$ cat src/rtl/dmem_arbiter.sv
// dmem_arbiter: shares one single-port data memory between two masters.
//   Port 0 is the core load/store port, port 1 a secondary master (loader/DMA).
//   One word access is granted per cycle, round-robin on ties, with a bounded
//   lock so a master can run an uninterrupted burst.
//
// Ports:
//   i_clk, i_rst_n          clock, asynchronous active-low reset
//   i_reqN, i_weN, i_lockN  request, write select, lock request for port N
//   i_addrN, i_wdataN       byte address and write data for port N
//   o_gntN                  combinational grant for port N
//   o_rvalidN, o_rdataN     registered read response for port N
//   o_mem_addr, o_mem_wd,   memory address, write data and write enable
//   o_mem_we
//   i_mem_rd                combinational read data from the memory
module dmem_arbiter #(
  parameter int unsigned LOCK_MAX = 16
) (
  input  logic        i_clk,
  input  logic        i_rst_n,
  input  logic        i_req0,
  input  logic        i_req1,
  input  logic        i_we0,
  input  logic        i_we1,
  input  logic        i_lock0,
  input  logic        i_lock1,
  input  logic [31:0] i_addr0,
  input  logic [31:0] i_addr1,
  input  logic [31:0] i_wdata0,
  input  logic [31:0] i_wdata1,
  output logic        o_gnt0,
  output logic        o_gnt1,
  output logic        o_rvalid0,
  output logic        o_rvalid1,
  output logic [31:0] o_rdata0,
  output logic [31:0] o_rdata1,
  output logic [31:0] o_mem_addr,
  output logic [31:0] o_mem_wd,
  output logic        o_mem_we,
  input  logic [31:0] i_mem_rd
);

  localparam int unsigned CntW = (LOCK_MAX > 2) ? $clog2(LOCK_MAX) : 1;

  typedef enum logic [1:0] {
    StIdle,
    StOwn0,
    StOwn1
  } state_e;

  state_e            r_state, w_state_next;
  logic              r_last, w_last_next;    // last granted port (1 = port 1)
  logic [CntW-1:0]   r_lock_cnt, w_cnt_next;
  logic              r_rvalid0, r_rvalid1;
  logic [31:0]       r_rdata0, r_rdata1;

  logic              w_arb0, w_arb1;         // arbitration result before reset gating
  logic              w_gnt0, w_gnt1;

  // Arbitration: owner takes everything, otherwise single requester or round-robin.
  always_comb begin
    w_arb0 = 1'b0;
    w_arb1 = 1'b0;
    unique case (r_state)
      StIdle: begin
        if (i_req0 && i_req1) begin
          w_arb0 = r_last;
          w_arb1 = ~r_last;
        end else begin
          w_arb0 = i_req0;
          w_arb1 = i_req1;
        end
      end
      StOwn0:  w_arb0 = i_req0;
      StOwn1:  w_arb1 = i_req1;
      default: ;
    endcase
  end

  // Grants are forced low while reset is asserted, even mid-cycle.
  assign w_gnt0 = w_arb0 & i_rst_n;
  assign w_gnt1 = w_arb1 & i_rst_n;

  // Ownership, fairness pointer and lock counter.
  always_comb begin
    w_state_next = r_state;
    w_last_next  = r_last;
    w_cnt_next   = r_lock_cnt;

    if (w_gnt0) begin
      w_last_next = 1'b0;
    end else if (w_gnt1) begin
      w_last_next = 1'b1;
    end

    unique case (r_state)
      StIdle: begin
        if (w_gnt0 && i_lock0) begin
          w_state_next = StOwn0;
          w_cnt_next   = '0;
        end else if (w_gnt1 && i_lock1) begin
          w_state_next = StOwn1;
          w_cnt_next   = '0;
        end
      end
      StOwn0: begin
        if ((w_gnt0 || !i_req0) && !i_lock0) begin
          w_state_next = StIdle;
          w_cnt_next   = '0;
        end else if (r_lock_cnt == CntW'(LOCK_MAX - 1)) begin
          // Forced release: marking port 0 as last hands the next tie to port 1.
          w_state_next = StIdle;
          w_cnt_next   = '0;
          w_last_next  = 1'b0;
        end else begin
          w_cnt_next = r_lock_cnt + CntW'(1);
        end
      end
      StOwn1: begin
        if ((w_gnt1 || !i_req1) && !i_lock1) begin
          w_state_next = StIdle;
          w_cnt_next   = '0;
        end else if (r_lock_cnt == CntW'(LOCK_MAX - 1)) begin
          w_state_next = StIdle;
          w_cnt_next   = '0;
          w_last_next  = 1'b1;
        end else begin
          w_cnt_next = r_lock_cnt + CntW'(1);
        end
      end
      default: begin
        w_state_next = StIdle;
        w_cnt_next   = '0;
      end
    endcase
  end

  always_ff @(posedge i_clk or negedge i_rst_n) begin
    if (!i_rst_n) begin
      r_state    <= StIdle;
      r_last     <= 1'b1;
      r_lock_cnt <= '0;
    end else begin
      r_state    <= w_state_next;
      r_last     <= w_last_next;
      r_lock_cnt <= w_cnt_next;
    end
  end

  // Read responses: rvalid pulses after each read grant, rdata holds until the next read.
  always_ff @(posedge i_clk or negedge i_rst_n) begin
    if (!i_rst_n) begin
      r_rvalid0 <= 1'b0;
      r_rvalid1 <= 1'b0;
      r_rdata0  <= '0;
      r_rdata1  <= '0;
    end else begin
      r_rvalid0 <= w_gnt0 & ~i_we0;
      r_rvalid1 <= w_gnt1 & ~i_we1;
      if (w_gnt0 && !i_we0) begin
        r_rdata0 <= i_mem_rd;
      end
      if (w_gnt1 && !i_we1) begin
        r_rdata1 <= i_mem_rd;
      end
    end
  end

  // Memory mux: port 0 fields are the idle default.
  always_comb begin
    if (w_gnt1) begin
      o_mem_addr = i_addr1;
      o_mem_wd   = i_wdata1;
      o_mem_we   = i_we1;
    end else begin
      o_mem_addr = i_addr0;
      o_mem_wd   = i_wdata0;
      o_mem_we   = w_gnt0 & i_we0;
    end
  end

  assign o_gnt0    = w_gnt0;
  assign o_gnt1    = w_gnt1;
  assign o_rvalid0 = r_rvalid0;
  assign o_rvalid1 = r_rvalid1;
  assign o_rdata0  = r_rdata0;
  assign o_rdata1  = r_rdata1;

endmodule
$ cat config.mk
export PLATFORM = sky130hd
export DESIGN_NAME = dmem_arbiter
export DESIGN_NICKNAME = d
export VERILOG_FILES = /design/src/rtl/dmem_arbiter.sv
export SDC_FILE = /design/constraint.sdc
export NUM_CORES = 1
export LEC_CHECK = 0
export CAP_MARGIN = 20
export CORE_UTILIZATION = 30
export CTS_CLUSTER_DIAMETER = 30
export DETAILED_ROUTE_END_ITERATION = 8
export MAX_ROUTING_LAYER = met4
export PLACE_DENSITY = 0.73
export SLEW_MARGIN = 10
export SYNTH_ARGS = -nofsm -noshare
export SYNTH_HDL_FRONTEND = slang
export SYNTH_SLANG_ARGS = --single-unit
$ cat constraint.sdc
create_clock -name i_clk -period 2.25 [get_ports i_clk]
set_input_delay 0.45 -clock i_clk [delete_from_list [all_inputs] [get_ports i_clk]]
set_output_delay 0.45 -clock i_clk [all_outputs]
set_load 0.005 [all_outputs]
=== Word-level counts from Yosys, hierarchy flattened ===
Cells that the tools add are included.
Widths: inputs -> output; s select.

* Register bits: 73
* Logic and storage cells: 62
* Input port bits: 168

* Multiplexer cells: 26
* Reductions and logical operators: 16
* Add/sub/neg operators: 1
* Bitwise operators: 8
* Eq/ne operators: 4

{| class="wikitable"
|+ Operators with widths
! operator !! number
|-
| $mux 32 || 2
|-
| $mux 4 || 5
|-
| $pmux 4 s3 || 1
|-
| $mux 2 || 5
|-
| $mux 1 || 9
|-
| $logic_and 1x1->1 || 7
|-
| $logic_not 1->1 || 6
|-
| $pmux 1 s2 || 3
|-
| $pmux 2 s3 || 1
|-
| $and 1x1->1 || 5
|-
| $add 4x1->4 const B || 1
|-
| $eq 4x4->1 const B || 1
|-
| $ne 3x3->1 const B || 1
|-
| $not 1->1 || 3
|-
| $eq 2x1->1 const B || 1
|-
| $eq 2x2->1 const B || 1
|-
| $logic_not 2->1 || 1
|-
| $logic_or 1x1->1 || 2
|}

=== Depth between registers and ports, before layout ===
Gate-level depths: netlist of run 1.

* Depth in word-level cells: 9
* Gate-level depth with buffers: 9

=== Least setup slack after synthesis of run 1 ===
OpenSTA, ideal clock, no wires.

* Path type: register to output
* From: register r_state[0]
* To: output o_mem_addr[0]
* Data arrival time: 1597 ps
* Required time: 1800 ps
* Stages on the path, launching flop included: 10
* Setup slack: 203 ps
* Buffers on the path: 2
* Cell sequence: dfrtp_1 > inv_1 > ha_1 > a21oi_2 > or2_2 > inv_1 > buf_2 > buf_2 > nand2_1 > nand2_1

* Longest elaborated chain between the ends: 4
* Elaborated cells between the ends (all ways): 5

{| class="wikitable"
|+ Ends and longest elaborated chain
! what !! line !! text
|-
| from (decl) || 50 || <nowiki>state_e r_state, w_state_next;</nowiki>
|-
| from (signal assigned) || 139 || <nowiki>r_state <= StIdle;</nowiki>
|-
| from (signal assigned) || 143 || <nowiki>r_state <= w_state_next;</nowiki>
|-
| $eq 2x2->1 / $logic_not 2->1 (equally long branches) || 63 || <nowiki>unique case (r_state)</nowiki>
|-
| $pmux 1 s2 (*) || 63 ||
|-
| $and 1x1->1 (*) || 81 || <nowiki>assign w_gnt1 = w_arb1 & i_rst_n;</nowiki>
|-
| $mux 32 (*) || 170 || <nowiki>if (w_gnt1) begin</nowiki>
|-
| to (decl) || 36 || <nowiki>output logic [31:0] o_mem_addr,</nowiki>
|}

Every way passes the cells marked *; elsewhere a longest branch is shown, timed or not.

=== Worst setup path after layout of run 1 ===
* From: register r_state[1]
* To: output o_mem_wd[1]

* Longest elaborated chain between the ends: 4
* Elaborated cells between the ends (all ways): 5

{| class="wikitable"
|+ Ends and longest elaborated chain
! what !! line !! text
|-
| $eq 2x2->1 / $logic_not 2->1 (equally long branches) || 63 ||
|-
| $pmux 1 s2 (*) || 63 ||
|-
| $and 1x1->1 (*) || 81 ||
|-
| $mux 32 (*) || 170 ||
|-
| to (decl) || 37 || <nowiki>output logic [31:0] o_mem_wd,</nowiki>
|}

Marks and branches as above.

==> results of run 1 <==
## cell type report
class                      count  area (um2)  area share
timing repair buffer         355        3510       0.419
multi-input combinational    311        2500       0.299
sequential                    73        1830       0.218
clock buffer                  14         264      0.0315
tap                          172         215      0.0257
inverter                       9        43.8     0.00523
clock inverter                 2        12.5     0.00149
## path summary, 6_finish.rpt
check	endpoint	slack, ns
max in group asynchronous	o_rdata1[17]	1.10
worst min-delay path	o_rdata1[5]	0.12
worst max register to register	r_lock_cnt[3]	0.16
min in group i_clk	o_rdata0[29]	0.51
worst max-delay path	o_mem_wd[1]	-0.20
worst min register to register	o_rdata0[29]	0.51
## flip-flops by register name (all words and copies together) (netlist names)
name,cells
o_rdata0,32
o_rdata1,32
o_rvalid0,1
o_rvalid1,1
r_last,1
r_lock_cnt,4
r_state,2
## layer usage
metal  track usage  vias to the layer above  routed length, um
met5             -                        -                  0
met4        0.0768                        0                382
met3        0.0834                       30               1540
met2         0.399                      205               8870
met1         0.324                     2147               7380
li1              -                     2023                  -
## worst max-delay path: stages, from the launching register on
cell     delay (ns)
dfrtp_1        0.41
buf_6          0.14
ha_4           0.16
a21oi_4        0.12
or2_4          0.18
buf_12         0.16
buf_8          0.15
buf_8          0.14
nand2_4        0.05
nand2_2        0.06
buf_6          0.10
## power by group through the flow
stage	clock network, mW	registers (mW)	logic, mW
5_1_grt	1.40	2.35	4.92
3_3_place_gp	0	2.25	3.91
3_5_place_dp	0	2.28	3.99
6_report	1.31	2.28	4.63
2_1_floorplan	0	2.30	1.45
4_1_cts	1.35	2.29	4.41
## per-stage QoR
step / power [mW] / instance area, um2 / worst slack (ns) / std cells / hold slack [ns]
finish: 8.22 / 8380 / -0.196 / 936 / 0.122
global route: 8.67 / 8380 / -0.272 / 936 / 0.123
CTS: 8.05 / 8060 / -0.182 / 934 / 0.106
detailed placement: 6.27 / 7280 / -0.572 / 893 / 0.459
global placement: 6.16 / 7280 / -0.565 / 893 / 0.448
floorplan: 3.75 / 3960 / 0.203 / 414 / 0.154
## repair_timing
| item | 4_1_cts | 5_1_grt |
|---|---|---|
| setup endpoints to repair | 67 | 67 |
| pin swaps | 71 | 42 |
| setup buffers | 20 | 5 |
| gates cloned | 6 | 2 |
| gates resized for setup | 404 | 101 |
## cell usage in the layout, fill, tap and decap left out, types with 2 or more instances in the layout
cell type / n
inv_2: 2
nand2_1: 83
nand2b_1: 3
nor2_1: 3
ha_1: 2
buf_16: 5
ha_4: 3
o22ai_1: 5
o21ai_2: 2
clkbuf_8: 2
buf_12: 6
buf_6: 29
dfrtp_1: 72
a21oi_1: 3
dlygate4sd2_1: 2
buf_8: 9
inv_1: 5
clkbuf_2: 4
clkbuf_1: 3
o21ai_0: 5
nand2_2: 77
buf_2: 45
nand2_4: 43
mux2_4: 29
mux2_2: 35
buf_4: 23
clkdlybuf4s50_1: 230
clkbuf_16: 11
and2b_1: 2
## logic make-up after synthesis
family	after synthesis	synth area share
simple gates	219	0.223
flops	73	0.462
mux	64	0.209
buf+inv	30	0.0493
compound gates	23	0.0411
fa+ha+maj	5	0.0158
==> run metrics, run 1 <==
outcome finished, violations left; violations in the final reports negative setup slack; clock latency on the worst-skew pair roughly 0.33 ns; asr flop ratio synth 1.00; Mapped Area 0.00396 mm2; maximum capacitance violations 0; Die ar. 0.0137 mm2; Layout Skew a little under 0.009 ns; pin count of the biggest net entering global routing 60; synth top area cells dfrtp_1 45%, nand2_1 19%, mux2_4 11%; clock tree from TritonCTS built; antenna fix cells 0; cell type with the largest total area after synthesis dfrtp_1; share of cells above drive strength 1 0.444; max-slew violation count 0; number of sinks driven by the clock tree 73; fraction of synthesized cell area taken by the top area cell type 0.455; total via count in the routed design between 4,000 and 5,000; switching share of power 0.313; detailed-routing iteration count for the pre-antenna-repair pass 4; via count of the first global-routing pass between 4,000 and 5,000; detail-routed via count per cell roughly 4.7; slew of the pin with the lowest slew margin roughly 0.76 ns; Clk network pwr share 0.160; worst path setup slack after routing -0.196 ns; crit path launch r_state[1]; Worst Setup Path Type reg2out; ANT nets after route 0; fraction of power consumed by combinational cells 0.563; final-report hold violation count 0; R2R cell count 12; routed length per instance 19.4 um; Filler cells 998; initial drt markers between 150 and 200; Setup-failing EPs final 65; Mapped Cells 414; startpoint types register; crit share post-route 1.09; portion of total power attributed to sequential cells 0.278; WP data arrival approximately 2.0 ns; detailed-placement wirelength estimate approximately 13,000 um; Reg clk slew, reported paths about 0.060 ns; Total Wirelength 18,200 um; global-route wire length before repair ~25,000 um; Die H between 100 and 150 um; horizontal extent of the die between 100 and 150 um; antenna violations before repair 0; critical-path maximum fanout 8; required time of the worst setup path around 1.8 ns; maximum operating frequency roughly 410 MHz; Boundary Pins between 300 and 400; I/O Buffers 300; peak supply drop between 0.7 and 0.8 mV; Post-Route Setup TNS -7.82 ns; Max-Slew Margin vs Limit 0.496; Core Box Area around 0.013 mm2; number of synthesized flops with an enable pin 0; post-synthesis sequential area ratio 0.462; synthesis-to-finish area growth 112%; Critical Path End Type output port; clk root buf clkbuf_16; routability-driven placement congestion ratio approximately 0.95; Primary FF master, synth dfrtp_1; Synth cell types 38; CTS Hold Buffers Added 0; Psw 2.57 mW; clock buffers created by TritonCTS 9; worst reg2reg startpoint r_state[1]; utilization of the core after routing 0.658; flip-flop and latch count after synthesis 73; Mapped Nets around 600; most numerous cell in the Yosys netlist nand2_1; overall overflow remaining after global route 0; RSZ-0062 raised after global routing yes; GRT Util Overall 0.259; Int Pwr roughly 5.6 mW; Synth Warn # 0; Pwr per Cell Area 982 mW/mm2; leakage power total 3.92 nW; mean area per synthesized cell about 9.6 um2; CTS H-tree depth 3; number of remaining DRC errors 0; minimum clock period ~2.4 ns; Initial Utilization 0.311; type of the tightest min-delay check in2async; largest buffer count on any clock path 2; top cell types by occurrence after synthesis 201 x nand2_1, 72 x dfrtp_1, 35 x mux2_2, 29 x mux2_4, 10 x buf_2; number of standard-cell rows in the floorplan 41; post-layout net count approximately 930
(Power assumes the default switching activity.)
==> run 2, diff against run 1 <==
Settings changed: CELL_PAD_IN_SITES_DETAIL_PLACEMENT set to 1, CELL_PAD_IN_SITES_GLOBAL_PLACEMENT set to 2, CORE_UTILIZATION 30 to 18, GPL_TIMING_DRIVEN set to 0, PLACE_DENSITY 0.73 to unset, PLACE_DENSITY_LB_ADDON set to 0.1.
==> run 2 against run 1 <==
- the run still ends with negative setup slack left
- non-clock buffer count rose by 9
- via count fell by 3.3%
- wire length up 1.5%
- die area grew 65%
- register-to-register slack improved by 0.02 ns
- combinational power fell by 2%
- sequential power is essentially flat
- sequential cell count stayed put
- utilization shrank 26 points
- hold slack got worse by 0.070 ns
- sequential share of layout area shrank 0.22 points
- clock skew about the same
- critical endpoint is now o_mem_wd[18]
- largest power group unchanged
==> run metrics, run 2 (synthesis gave the netlist of run 1 again) <==
type of the tightest min-delay check in2async; ANT nets after route 0; crit share post-route 1.08; required time of the worst setup path 1.80 ns; share of cells above drive strength 1 0.418; clock tree from TritonCTS built; Layout Cell Area excl Fill roughly 0.0085 mm2; area occupied by multi-input gates between 0.002 and 0.0025 mm2; Critical Path End o_mem_wd[18]; area occupied by registers 0.00183 mm2; R2R cell count 12; WP data arrival between 1.5 and 2 ns; Design Power roughly 8.4 mW; Die ar. around 0.023 mm2; routed length per instance approximately 18 um; number of standard-cell rows in the floorplan between 50 and 60; detailed-placement wirelength estimate approximately 14,000 um; worst reg2reg startpoint r_state[1]; final std cells w/o fill around 1,000; detail-routed via count per cell 4.06; clk root buf clkbuf_16; post-layout net count 941; largest buffer count on any clock path 2; Cells after DPL 990; Reg clk slew, reported paths around 0.060 ns; Setup-failing EPs final 63; crit path launch r_state[0]; Core Box Area around 0.021 mm2; leakage power total about 4.0 nW; reg-to-reg setup timing slack 0.18 ns; clock latency on the worst-skew pair approximately 0.33 ns; Die H 150 um; I/O Buffers 300; startpoint types register; via count of the first global-routing pass 4,630; synthesis-to-finish area growth 114%; Layout Skew ~0.009 ns; Critical Path End Type output port; antenna violations before repair 2; CTS H-tree depth 3; placement-stage worst setup slack -1.18 ns; worst path setup slack after routing -0.176 ns; violations in the final reports negative setup slack; Pwr per Cell Area roughly 1000 mW/mm2; Total Wirelength ~18,000 um; total via count in the routed design 4,261; reg-to-reg critical path endpoint r_lock_cnt[0]; peak supply drop 0.481 mV; pin count of the biggest net entering global routing 30; detailed-routing iteration count for the pre-antenna-repair pass 4; RSZ-0062 raised after global routing yes; Filler cells 2,369; maximum operating frequency about 400 MHz; number of remaining DRC errors 0; routability-driven placement congestion ratio around 0.80; outcome finished, violations left; critical-path maximum fanout 7; minimum clock period 2.43 ns; minimum hold slack approximately 0.053 ns; standard cell area after detailed placement 0.00733 mm2; global-route wire length before repair 27,000 um; final-report hold violation count 0; number of sinks driven by the clock tree 73; initial drt markers 75; Boundary Pins between 300 and 400; maximum capacitance violations 0; clock buffers created by TritonCTS 9; slew of the pin with the lowest slew margin roughly 0.66 ns; Initial Utilization 0.186; Max-Slew Margin vs Limit 0.553; overall overflow remaining after global route 0; commonest cells after routing, fill and taps aside 230 x clkdlybuf4s50_1, 108 x nand2_1, 77 x nand2_2, 71 x dfrtp_1, 49 x buf_2; GRT Util Overall 0.163; max-slew violation count 0; horizontal extent of the die 150 um; most frequent standard cell in the layout excluding fill and tap cells clkdlybuf4s50_1; Worst Setup Path Type reg2out
-- run 2: cell types whose count changed in the layout (fill, tap and decap cells not counted), sizes merged --
cell and delta:
buf +7, clkbuf -3, bufinv +2, diode +2, bufbuf +1, clkinv -1, dlygate4sd2 +1, inv +1
-- run 2: routing by layer --
layer,track usage,vias to the layer above,part of all wire
met2,0.294,129,0.55
li1,-,2049,-
met4,0.0308,0,0.0059
met1,0.180,2071,0.38
met3,0.0448,12,0.069
met5,-,-,0
-- run 2: through the flow --
step | setup TNS, ns | util
after floorplan | 0 | -
after global placement | -601.55 | 0.343
after detailed placement | -83.99 | 0.344
after CTS | -12.77 | 0.384
after global routing | -12.94 | 0.398
final | -7.64 | 0.398
-- run 2: worst min path at each step --
stage | end | cells past startpoint | slack [ns] | from
final | r_lock_cnt[1] | 2 | 0.05 | i_rst_n
after CTS | o_rdata0[1] | 2 | 0.04 | i_rst_n
after detailed placement | o_rdata1[14] | 1 | 0.42 | i_rst_n
after global placement | o_rdata1[9] | 1 | 0.49 | o_rdata1[9]
after floorplan | o_rdata0[0] | 0 | 0.15 | i_rst_n
after global routing | o_rdata1[22] | 2 | 0.05 | i_rst_n
-- run 2: critical path, cell delays in order (launching register included) --
cell and delay (ns):
dfrtp_1 0.39, inv_2 0.12, ha_4 0.17, a21oi_2 0.04, or2_4 0.25, buf_12 0.14
buf_12 0.14, clkbuf_16 0.16, nand2_2 0.05, nand2_1 0.05, buf_2 0.12
-- run 2: final cells by class --
class | instances | share of cell area
Inverter | 9 | 0.00458
Clock buffer | 11 | 0.0287
Tap cell | 275 | 0.0406
Buffer | 19 | 0.0353
Timing Repair Buffer | 345 | 0.392
Antenna cell | 2 | 0.000591
Multi-Input combinational cell | 311 | 0.273
Clock inverter | 4 | 0.00902
Sequential cell | 73 | 0.216
-- run 2: repair_timing --
item | 4_1_cts | 5_1_grt
hold endpoints to repair | 29 | 0
endpoints found under the setup margin | 67 | 71
gates resized for setup | 391 | 91
gates cloned | 7 | 1
setup buffers | 30 | 8
pin swaps | 55 | 59
hold buffers | 1 | 0
-- run 2: power by group --
part | internal, mW | switching (mW) | leakage, nW
Combinational | 2.90 | 1.62 | 2.92
Sequential | 1.93 | 0.362 | 0.887
Clock | 0.999 | 0.543 | 0.152
Total | 5.83 | 2.53 | 3.96
==> run 3, diff against run 2 <==
Settings changed: CTS_CLUSTER_SIZE set to 8, GPL_TIMING_DRIVEN 0 to 1.
==> run 3 against run 2 <==
- the flow still finishes with violations (negative setup slack)
- hold slack better by 0.43 ns
- sequential share of layout area is 0.75 points higher
- non-clock buffer count is 1 lower
- global-route usage is 0.78 points higher
- via count is 0.19% lower
- clock power is 3% lower
- wire length is 3.1% higher
- die area stayed put
- critical path type unchanged
- highest routed layer unchanged
==> run metrics, run 3 (synthesis gave the netlist of run 1 again) <==
fraction of power consumed by combinational cells 0.542; clock buffers created by TritonCTS 9; R2R cell count 12; Die H ~150 um; Critical Path End Type output port; Layout Skew ~0.0043 ns; final std cells w/o fill between 1,000 and 1,500; outcome finished, violations left; initial drt markers between 70 and 80; peak supply drop between 0.5 and 0.6 mV; utilization of the core after routing 0.384; GRT Util Overall 0.171; horizontal extent of the die 150 um; Setup-failing EPs final 66; I/O Buffers 300; maximum operating frequency roughly 400 MHz; Core Box Area 0.0213 mm2; Clk network pwr share 0.181; clk root buf clkbuf_16; Max-Slew Margin vs Limit 0.375; post-layout net count between 900 and 1,000; switching share of power 0.305; Worst Setup Path Type reg2out; CTS H-tree depth 3; commonest cells after routing, fill and taps aside 231 x clkdlybuf4s50_1, 164 x nand2_1, 72 x dfrtp_1, 65 x buf_2, 37 x nand2_2; final-report hold violation count 0; number of standard-cell rows in the floorplan 53; share of cells above drive strength 1 0.347; antenna fix cells 0; synthesis-to-finish area growth 106%; Psw 2.52 mW; WP data arrival just over 2 ns; detailed-routing iteration count for the pre-antenna-repair pass 4; portion of total power attributed to sequential cells 0.276; Boundary Pins between 300 and 400; max-slew violation count 0; Pwr per Cell Area slightly above 1000 mW/mm2; minimum clock period roughly 2.5 ns; detailed-placement wirelength estimate 13,700 um; routed length per instance between 15 and 20 um; number of remaining DRC errors 0; antenna violations before repair 0; Cells after DPL ~1,000; slew of the pin with the lowest slew margin 0.938 ns; Design Power slightly above 8 mW; crit share post-route 1.11; clock tree from TritonCTS built; number of sinks driven by the clock tree 73; Initial Utilization 0.186; worst path setup slack after routing -0.239 ns; type of the tightest min-delay check in2async; violations in the final reports negative setup slack; global-route wire length before repair around 28,000 um; largest buffer count on any clock path 2; minimum hold slack 0.480 ns; Int Pwr 5.73 mW; clock latency on the worst-skew pair approximately 0.33 ns; Total Wirelength 19,000 um; routability-driven placement congestion ratio 0.774; startpoint types register; overall overflow remaining after global route 0; most frequent standard cell in the layout excluding fill and tap cells clkdlybuf4s50_1; pin count of the biggest net entering global routing between 70 and 80; RSZ-0062 raised after global routing yes; detail-routed via count per cell between 4 and 5; maximum capacitance violations 0; Die ar. 0.0226 mm2; total via count in the routed design 4,253; ANT nets after route 0; Reg clk slew, reported paths ~0.06 ns; leakage power total 3.83 nW; required time of the worst setup path between 1.5 and 2 ns; critical-path maximum fanout 12; via count of the first global-routing pass 4,753; Post-Route Setup TNS -12.04 ns
[run 3: worst max-delay path: stages (launching register included)]
cell and delay (ns):
dfrtp_1 0.39, inv_2 0.13, ha_4 0.16, a21oi_2 0.05, or2_4 0.30, buf_4 0.16, buf_12 0.14, buf_16 0.14
nand2_1 0.07, nand2_1 0.05, buf_2 0.12
[run 3: power by group through the flow]
stage	Combinational [mW]	Sequential, mW	Clock [mW]
3_5_place_dp	4.07	2.29	0
5_1_grt	4.83	2.38	1.60
2_1_floorplan	1.45	2.30	0
3_3_place_gp	4.03	2.25	0
6_report	4.47	2.28	1.50
4_1_cts	4.56	2.29	1.55
[run 3: worst paths after layout]
kind / from / end / slack, ns
max in group asynchronous: i_rst_n / r_lock_cnt[1] / 1.13
worst min-delay path: i_rst_n / o_rdata0[30] / 0.48
worst max-delay path: r_state[0] / o_mem_wd[5] / -0.24
worst max register to register: r_state[1] / r_lock_cnt[3] / 0.15
min in group i_clk: o_rdata1[10] / o_rdata1[10] / 0.51
worst min register to register: o_rdata1[10] / o_rdata1[10] / 0.51
[run 3: final cells by class]
class | count | area (um2)
Clock buffer | 11 | 253
Clock inverter | 5 | 62.6
Fill cell | 2416 | 13100
Inverter | 9 | 43.8
Multi-Input combinational cell | 311 | 2100
Sequential cell | 73 | 1830
Tap cell | 275 | 344
Timing Repair Buffer | 363 | 3550
[run 3: per-stage QoR]
| stage | setup WS [ns] | area (um2) |
|---|---|---|
| 4_1_cts | -0.246 | 8190 |
| 6_report | -0.239 | 8180 |
| 5_1_grt | -0.362 | 8180 |
| 2_1_floorplan | 0.203 | 3960 |
| 3_3_place_gp | -0.624 | 7430 |
| 3_5_place_dp | -0.671 | 7430 |
[run 3: repair_timing]
item	CTS	global route
cloned	10	0
hold buffers	0	0
buffers inserted	25	3
endpoints found under the hold margin	0	0
setup endpoints to repair	67	68
pin swaps	42	4
gates resized for setup	348	12
[run 3: layer usage]
layer	part of all wire	GRT usage	wire length, um
met3	0.076	0.0515	1440
met1	0.39	0.198	7410
met2	0.53	0.296	10100
met5	0	-	0
met4	0.0060	0.0258	114
